<file path="src/rtl/mult_seq_ctrl.sv">
// Moore FSM sequencing a shift-add multiplier datapath: load, test b, add a into p, shift, done.
// Optional MULT_SEQ_CTRL_MERGE_EN folds the shift into the ADD state, saving one cycle per set multiplier bit.
module mult_seq_ctrl #(
  parameter int WIDTH = 4,
  parameter int CNT_W = 3
) (
  input  logic clk,
  input  logic clr,
  input  logic start,
  input  logic zero,
  input  logic lsb_b,
  output logic en_a,
  output logic ld_shift_a,
  output logic en_b,
  output logic ld_shift_b,
  output logic en_p,
  output logic ld_add_p,
  output logic busy,
  output logic done
);

  localparam logic [2:0] S_IDLE  = 3'd0;
  localparam logic [2:0] S_LOAD  = 3'd1;
  localparam logic [2:0] S_TEST  = 3'd2;
  localparam logic [2:0] S_ADD   = 3'd3;
  localparam logic [2:0] S_SHIFT = 3'd4;
  localparam logic [2:0] S_DONE  = 3'd5;

  localparam logic [CNT_W-1:0] ITER_MAX = CNT_W'(WIDTH);

  logic [2:0]       state_q, state_d;
  logic [CNT_W-1:0] iter_q, iter_d;
  logic [CNT_W-1:0] iter_inc;

  // Saturate at WIDTH so the counter can never wrap back below the cap.
  assign iter_inc = (iter_q == ITER_MAX) ? iter_q : iter_q + CNT_W'(1);

  always_comb begin
    state_d = state_q;
    iter_d  = iter_q;
    case (state_q)
      S_IDLE: begin
        if (start) state_d = S_LOAD;
      end
      S_LOAD: begin
        iter_d  = '0;
        state_d = S_TEST;
      end
      S_TEST: begin
        if (zero)                    state_d = S_DONE;
        else if (iter_q == ITER_MAX) state_d = S_DONE;
        else if (lsb_b)              state_d = S_ADD;
        else                         state_d = S_SHIFT;
      end
      S_ADD: begin
`ifdef MULT_SEQ_CTRL_MERGE_EN
        iter_d  = iter_inc;
        state_d = S_TEST;
`else
        state_d = S_SHIFT;
`endif
      end
      S_SHIFT: begin
        iter_d  = iter_inc;
        state_d = S_TEST;
      end
      S_DONE: begin
        state_d = S_IDLE;
      end
      default: begin
        state_d = S_IDLE;
      end
    endcase
  end

  always_ff @(posedge clk) begin
    if (clr) begin
      state_q <= S_IDLE;
      iter_q  <= '0;
    end else begin
      state_q <= state_d;
      iter_q  <= iter_d;
    end
  end

  // Outputs depend on state_q alone; every asserted enable comes with its select.
  always_comb begin
    en_a       = 1'b0;
    ld_shift_a = 1'b0;
    en_b       = 1'b0;
    ld_shift_b = 1'b0;
    en_p       = 1'b0;
    ld_add_p   = 1'b0;
    busy       = 1'b0;
    done       = 1'b0;
    case (state_q)
      S_LOAD: begin
        en_a = 1'b1;
        en_b = 1'b1;
        en_p = 1'b1;
        busy = 1'b1;
      end
      S_TEST: begin
        busy = 1'b1;
      end
      S_ADD: begin
        en_p     = 1'b1;
        ld_add_p = 1'b1;
        busy     = 1'b1;
`ifdef MULT_SEQ_CTRL_MERGE_EN
        // p + a captures the pre-shift a on the same edge that shifts a.
        en_a       = 1'b1;
        ld_shift_a = 1'b1;
        en_b       = 1'b1;
        ld_shift_b = 1'b1;
`endif
      end
      S_SHIFT: begin
        en_a       = 1'b1;
        ld_shift_a = 1'b1;
        en_b       = 1'b1;
        ld_shift_b = 1'b1;
        busy       = 1'b1;
      end
      S_DONE: begin
        done = 1'b1;
      end
      default: begin
        busy = 1'b0;
      end
    endcase
  end

endmodule

</file>
<file path="config.mk">
export PLATFORM = sky130hd
export DESIGN_NAME = mult_seq_ctrl
export DESIGN_NICKNAME = d
export VERILOG_FILES = /design/src/rtl/mult_seq_ctrl.sv
export SDC_FILE = /design/constraint.sdc
export NUM_CORES = 1
export LEC_CHECK = 0
export CAP_MARGIN = 5
export CORE_AREA = 2 2 39 41
export CTS_CLUSTER_DIAMETER = 200
export DETAILED_ROUTE_END_ITERATION = 8
export DIE_AREA = 0 0 41 43
export GPL_TIMING_DRIVEN = 1
export MAX_ROUTING_LAYER = met4
export SYNTH_ARGS = -nofsm -noshare
export SYNTH_HDL_FRONTEND = slang
export SYNTH_SLANG_ARGS = --single-unit
</file>
<file path="constraint.sdc">
create_clock -name clk -period 2.9 [get_ports clk]
set_clock_uncertainty 0.15 [all_clocks]
set_input_delay 0.58 -clock clk [delete_from_list [all_inputs] [get_ports clk]]
set_output_delay 0.58 -clock clk [all_outputs]
set_load 0.1 [all_outputs]
</file>
; Yosys cells after proc, flatten, opt, wreduce, memory -nomap -nowiden
; Index checks and enable logic that the tools add are counted.
[totals]
wordCells = 30
regBits = 6
out_inout_bits = 8
in_bits = 5
[classes]
reduce_logical = 6
n_eq_ne = 8
addsub = 1
mux = 13
[ops]
columns = cell, n
row1 = 3-bit two-way mux, 5
row2 = 3-bit case mux with 4 select lines, 1
row3 = "3-bit equality test, second input constant", 3
row4 = "3-bit by 2-bit equality test with 1-bit output, second input constant", 2
row5 = 1-bit two-way mux, 6
row6 = 3-bit case mux with 2 select lines, 1
row7 = "2-bit inequality test, second input constant", 2
row8 = 2-bit OR reduction, 2
row9 = 4-bit OR reduction, 1
row10 = "3-bit by 1-bit adder with 3-bit output, second input constant", 1
row11 = "3-bit by 1-bit equality test with 1-bit output, second input constant", 1
row12 = 3-bit zero test, 1
row13 = 2-bit AND reduction, 1
row14 = 2-bit nonzero test, 1

; Depth between registers and ports, before layout
[logic_depth]
ltp_word = 4
ltp_mapped = 6
mapped_depth_nobuf = 6

; Least setup slack after synthesis
; Ideal clock, no wire load.
[synth_timing]
path_type = reg2out
startpoint = reg state_q[0]
endpoint = out en_b
path_slack_ns = -0.425
path_buffers = 1
stages_incl_launch_ff = 4
t_arrival_ns = 2.595
cell_sequence = dfxtp_1 > nand2b_4 > a21oi_1 > buf_4
[synth_between]
elab_chain_cells = 3
elab_cells_between_ends = 4
[synth_lines]
columns = element, line_no
row1 = "start, declared", 31  ; logic [2:0] state_q, state_d;
row2 = "start signal, assigned", 81  ; state_q <= state_d;
row3 = 3-bit equality test / 3-bit by 1-bit equality test with 1-bit output (equally long branches), -
row4 = 2-bit OR reduction (no source line) *, -
row5 = 1-bit two-way mux *, -
row6 = "end, declared", 14  ; output logic en_b,
; Every way passes the cells marked *; elsewhere a longest branch is shown, timed or not.

; Worst setup path after layout
[layout_timing]
startpoint = reg state_q[1]
endpoint = out ld_add_p
[layout_between]
elab_chain_cells = 2
[layout_lines]
columns = element, line_no
row1 = 3-bit by 2-bit equality test with 1-bit output, 96  ; case (state_q)
row2 = 1-bit two-way mux, 96
row3 = "end, declared", 17  ; output logic ld_add_p,
; No other way between the ends.

==> run_results.csv <==
group,metric,value,unit
floorplanning,io_pins,13,
routing,ant_nets,0,
routing,drtIter0Drc,8,
pwr,pwr-share-comb,42.0,%
clock_tree,cts_setup_buffers,0,
grt,use_met1,12.62,%
setup_path,worstPathArrival,1.39,ns
pwr,p_per_area,544.0,nW/um2
clock_tree,ctsResizeCount,0,
synthesis,synth.avg_cell_area,9.327,um2
clock_tree,clk_latency,0.24,ns
pwr,p_clk_share,25.6,%
floorplanning,chipWidth,41,um
setup_path,crit_slowest_cell,"dfxtp_1",
floorplanning,core_area,1384,um2
run_status,status,"completed",
synthesis,synth_seq_cells,6,
grt,antenna_found_initial,0,
run,drv_cap,0,
timing,finalCriticalPeriod,2.118,ns
pwr,swShare,43.33,%
setup_path,path_max_fanout,10,
clock_tree,clock_path_buffers,2,
grt,met2_usage,13.44,%
placed_design,dpl_worst_slack,0.9883,ns
pwr,power.internal,0.0001662,W
timing,min_period_over_period,73.04,%
routing,post_drt_wl_per_cell,10.51,um
timing,tightest_slew,0.3385,ns
synthesis,synth.distinct_cells,26,
clock_tree,cts.htree.levels,1,
layout,mostFrequentLayoutCells,"buf_4, dfxtp_1, inv_1, clkdlybuf4s50_1",
timing,fmaxAchievable,0.4721,GHz
layout,final_common_cell,"buf_4",
min_path,hold_start,"iter_q[1]",
synthesis,syn_inst,44,
clock_tree,cts_hold_buffers,0,
setup_path,cp-startpoint,"state_q[1]",
timing,hold_slack,0.3630,ns
grt,met3_usage,3.141,%
layout,multi_input_area,261.5,um2
synthesis,syn_area,410.4,um2
routing,routed_wl,757,um
setup_path,max_stage_delay,0.51,ns
layout,drive_gt1_share,41.07,%
layout,stdcell_area,539.3,um2
grt,grt_pass1_vias,301,
grt,busiest_layer,"met2",
pwr,ir_worst_vdd,157.3,uV
setup_path,critical_path.cell_chain,"inv_1, nor2_1, buf_4",
grt,grt_max_degree,11,
layout,layout.nets,65,
layout,diodes,0,
layout,seq_area,120.1,um2
floorplanning,rows,14,
timing,slew_viol_final,0,
clock_tree,cts_buffers,3,
layout,nFillCells,138,
timing,fin_ws,0.7819,ns
routing,routed-via-count,346,
setup_path,rr_startpoint,"iter_q[0]",
setup_path,crit_path_start_kind,"register",
timing,finalSetupTns,0,ns
grt,grt-ovfl-total,0,
grt,grt_usage,10.62,%
grt,grt_pass1_wl,1.186,mm
timing,maxSlewHeadroom,77.40,%
timing,rsz0062_at_grt,"false",
synthesis,ys_seq_area_share,29.27,%
placed_design,dp.final_hpwl,606.9,um
min_path,hold_class,"register to register",
routing,post-route-drc-count,0,
synthesis,yosys_warnings,0,
pwr,p_sw,0.0001271,W
setup_path,required,2.17,ns
layout,final_util,38.97,%
clock_tree,path_clk_slew,0.04,ns
floorplanning,die_area,1763,um2
placed_design,place.port_buffers,12,
pwr,seqPwrFrac,32.4,%
floorplanning,dieHeight,43,um
clock_tree,cts.sinks,6,
clock_tree,cts_tree,"done",
timing,setup_violations,0,
setup_path,worst-setup-path-type,"register to output pin",
routing,dr.pass1.iters,2,
synthesis,syn_nets,51,
pwr,cellLeakagePower,0.2124,nW
routing,via_per_inst,4.806,
placed_design,dpl_cell_area,516.7,um2
placed_design,place.gp.congestion,0.6608,
floorplanning,initial_core_util,29.66,%
clock_tree,cts-root-buf,"clkbuf_4",
layout,synthToLayoutAreaGrowth,31.40,%
setup_path,end_kind,"output pin",
timing,hold_violations,0,
[metal layers]
layer / part of all wire [%] / up-vias
met3: 8.7 / 4
met1: 46 / 147
met2: 42 / 13
met5: 0 / -
met4: 3.2 / 0
li1: - / 182
[power groups by stage]
stage / registers (W) / clock network [W] / logic (W)
final: 0.0000950 / 0.0000751 / 0.000123
after global routing: 0.0000961 / 0.0000814 / 0.000129
after CTS: 0.0000951 / 0.0000784 / 0.000124
after detailed placement: 0.0000966 / 0 / 0.000124
after global placement: 0.0000963 / 0 / 0.000124
after floorplan: 0.0000924 / 0 / 0.000106
[critical path, delay by kind of cell, from the launching register on]
kind / cells / cell delay, ns
flops: 1 / 0.51
buf+inv: 2 / 0.49
simple gates: 1 / 0.14
[final cells by class]
cell class / count / area share [%]
well taps: 16 / 3.712
inverters: 4 / 2.784
multi-input cells: 31 / 48.49
clock buffers: 3 / 4.176
flip-flops and latches: 6 / 22.27
repair buffers: 12 / 18.56
[cell families (layout without fill, tap and decap cells)]
kind of cell	after synthesis	count (layout)	synth area share, %
adder cells (fa/ha/maj)	2	2	6.097
buffers and inverters	7	19	8.533
multiplexers	1	1	2.744
AND/OR/NAND/NOR	16	16	27.75
AO/OA/AOI/OAI	12	12	25.61
flip-flops	6	6	29.27
[flip-flops by register name (all words and copies together), names as in the netlist]
register / flops
iter_q: 3
state_q: 3
[synth_stat cells, drive strengths merged]
cell	instances	area [um2]
nor4b	1	15.01
a21oi	4	23.77
o21ai	1	8.760
a22o	1	8.760
ha	2	25.02
o22ai	1	12.51
nand2b	3	33.79
nor2	3	11.26
nor4	3	18.77
mux2	1	11.26
a211oi	2	20.02
nor3	2	10.01
buf	3	20.01
nand3	1	5.000
inv	4	15.01
o21a	2	22.52
dfxtp	6	120.1
o31a	1	8.760
and2	2	13.77
nor2b	1	6.260
[metrics by stage]
stage / power, W / cells
after global placement: 0.0002202 / 69
after CTS: 0.0002974 / 72
after global routing: 0.0003066 / 72
after detailed placement: 0.0002203 / 69
final: 0.0002934 / 72
after floorplan: 0.0001981 / 44
[worst paths after layout]
path                endpoint  slack [ns]  cells past startpoint
hold / removal     iter_q[1]        0.36                      1
setup / recovery    ld_add_p        0.78                      3
hold reg to reg    iter_q[1]        0.36                      1
setup reg to reg  state_q[1]        1.30                      6
(Power assumes the default switching activity.)
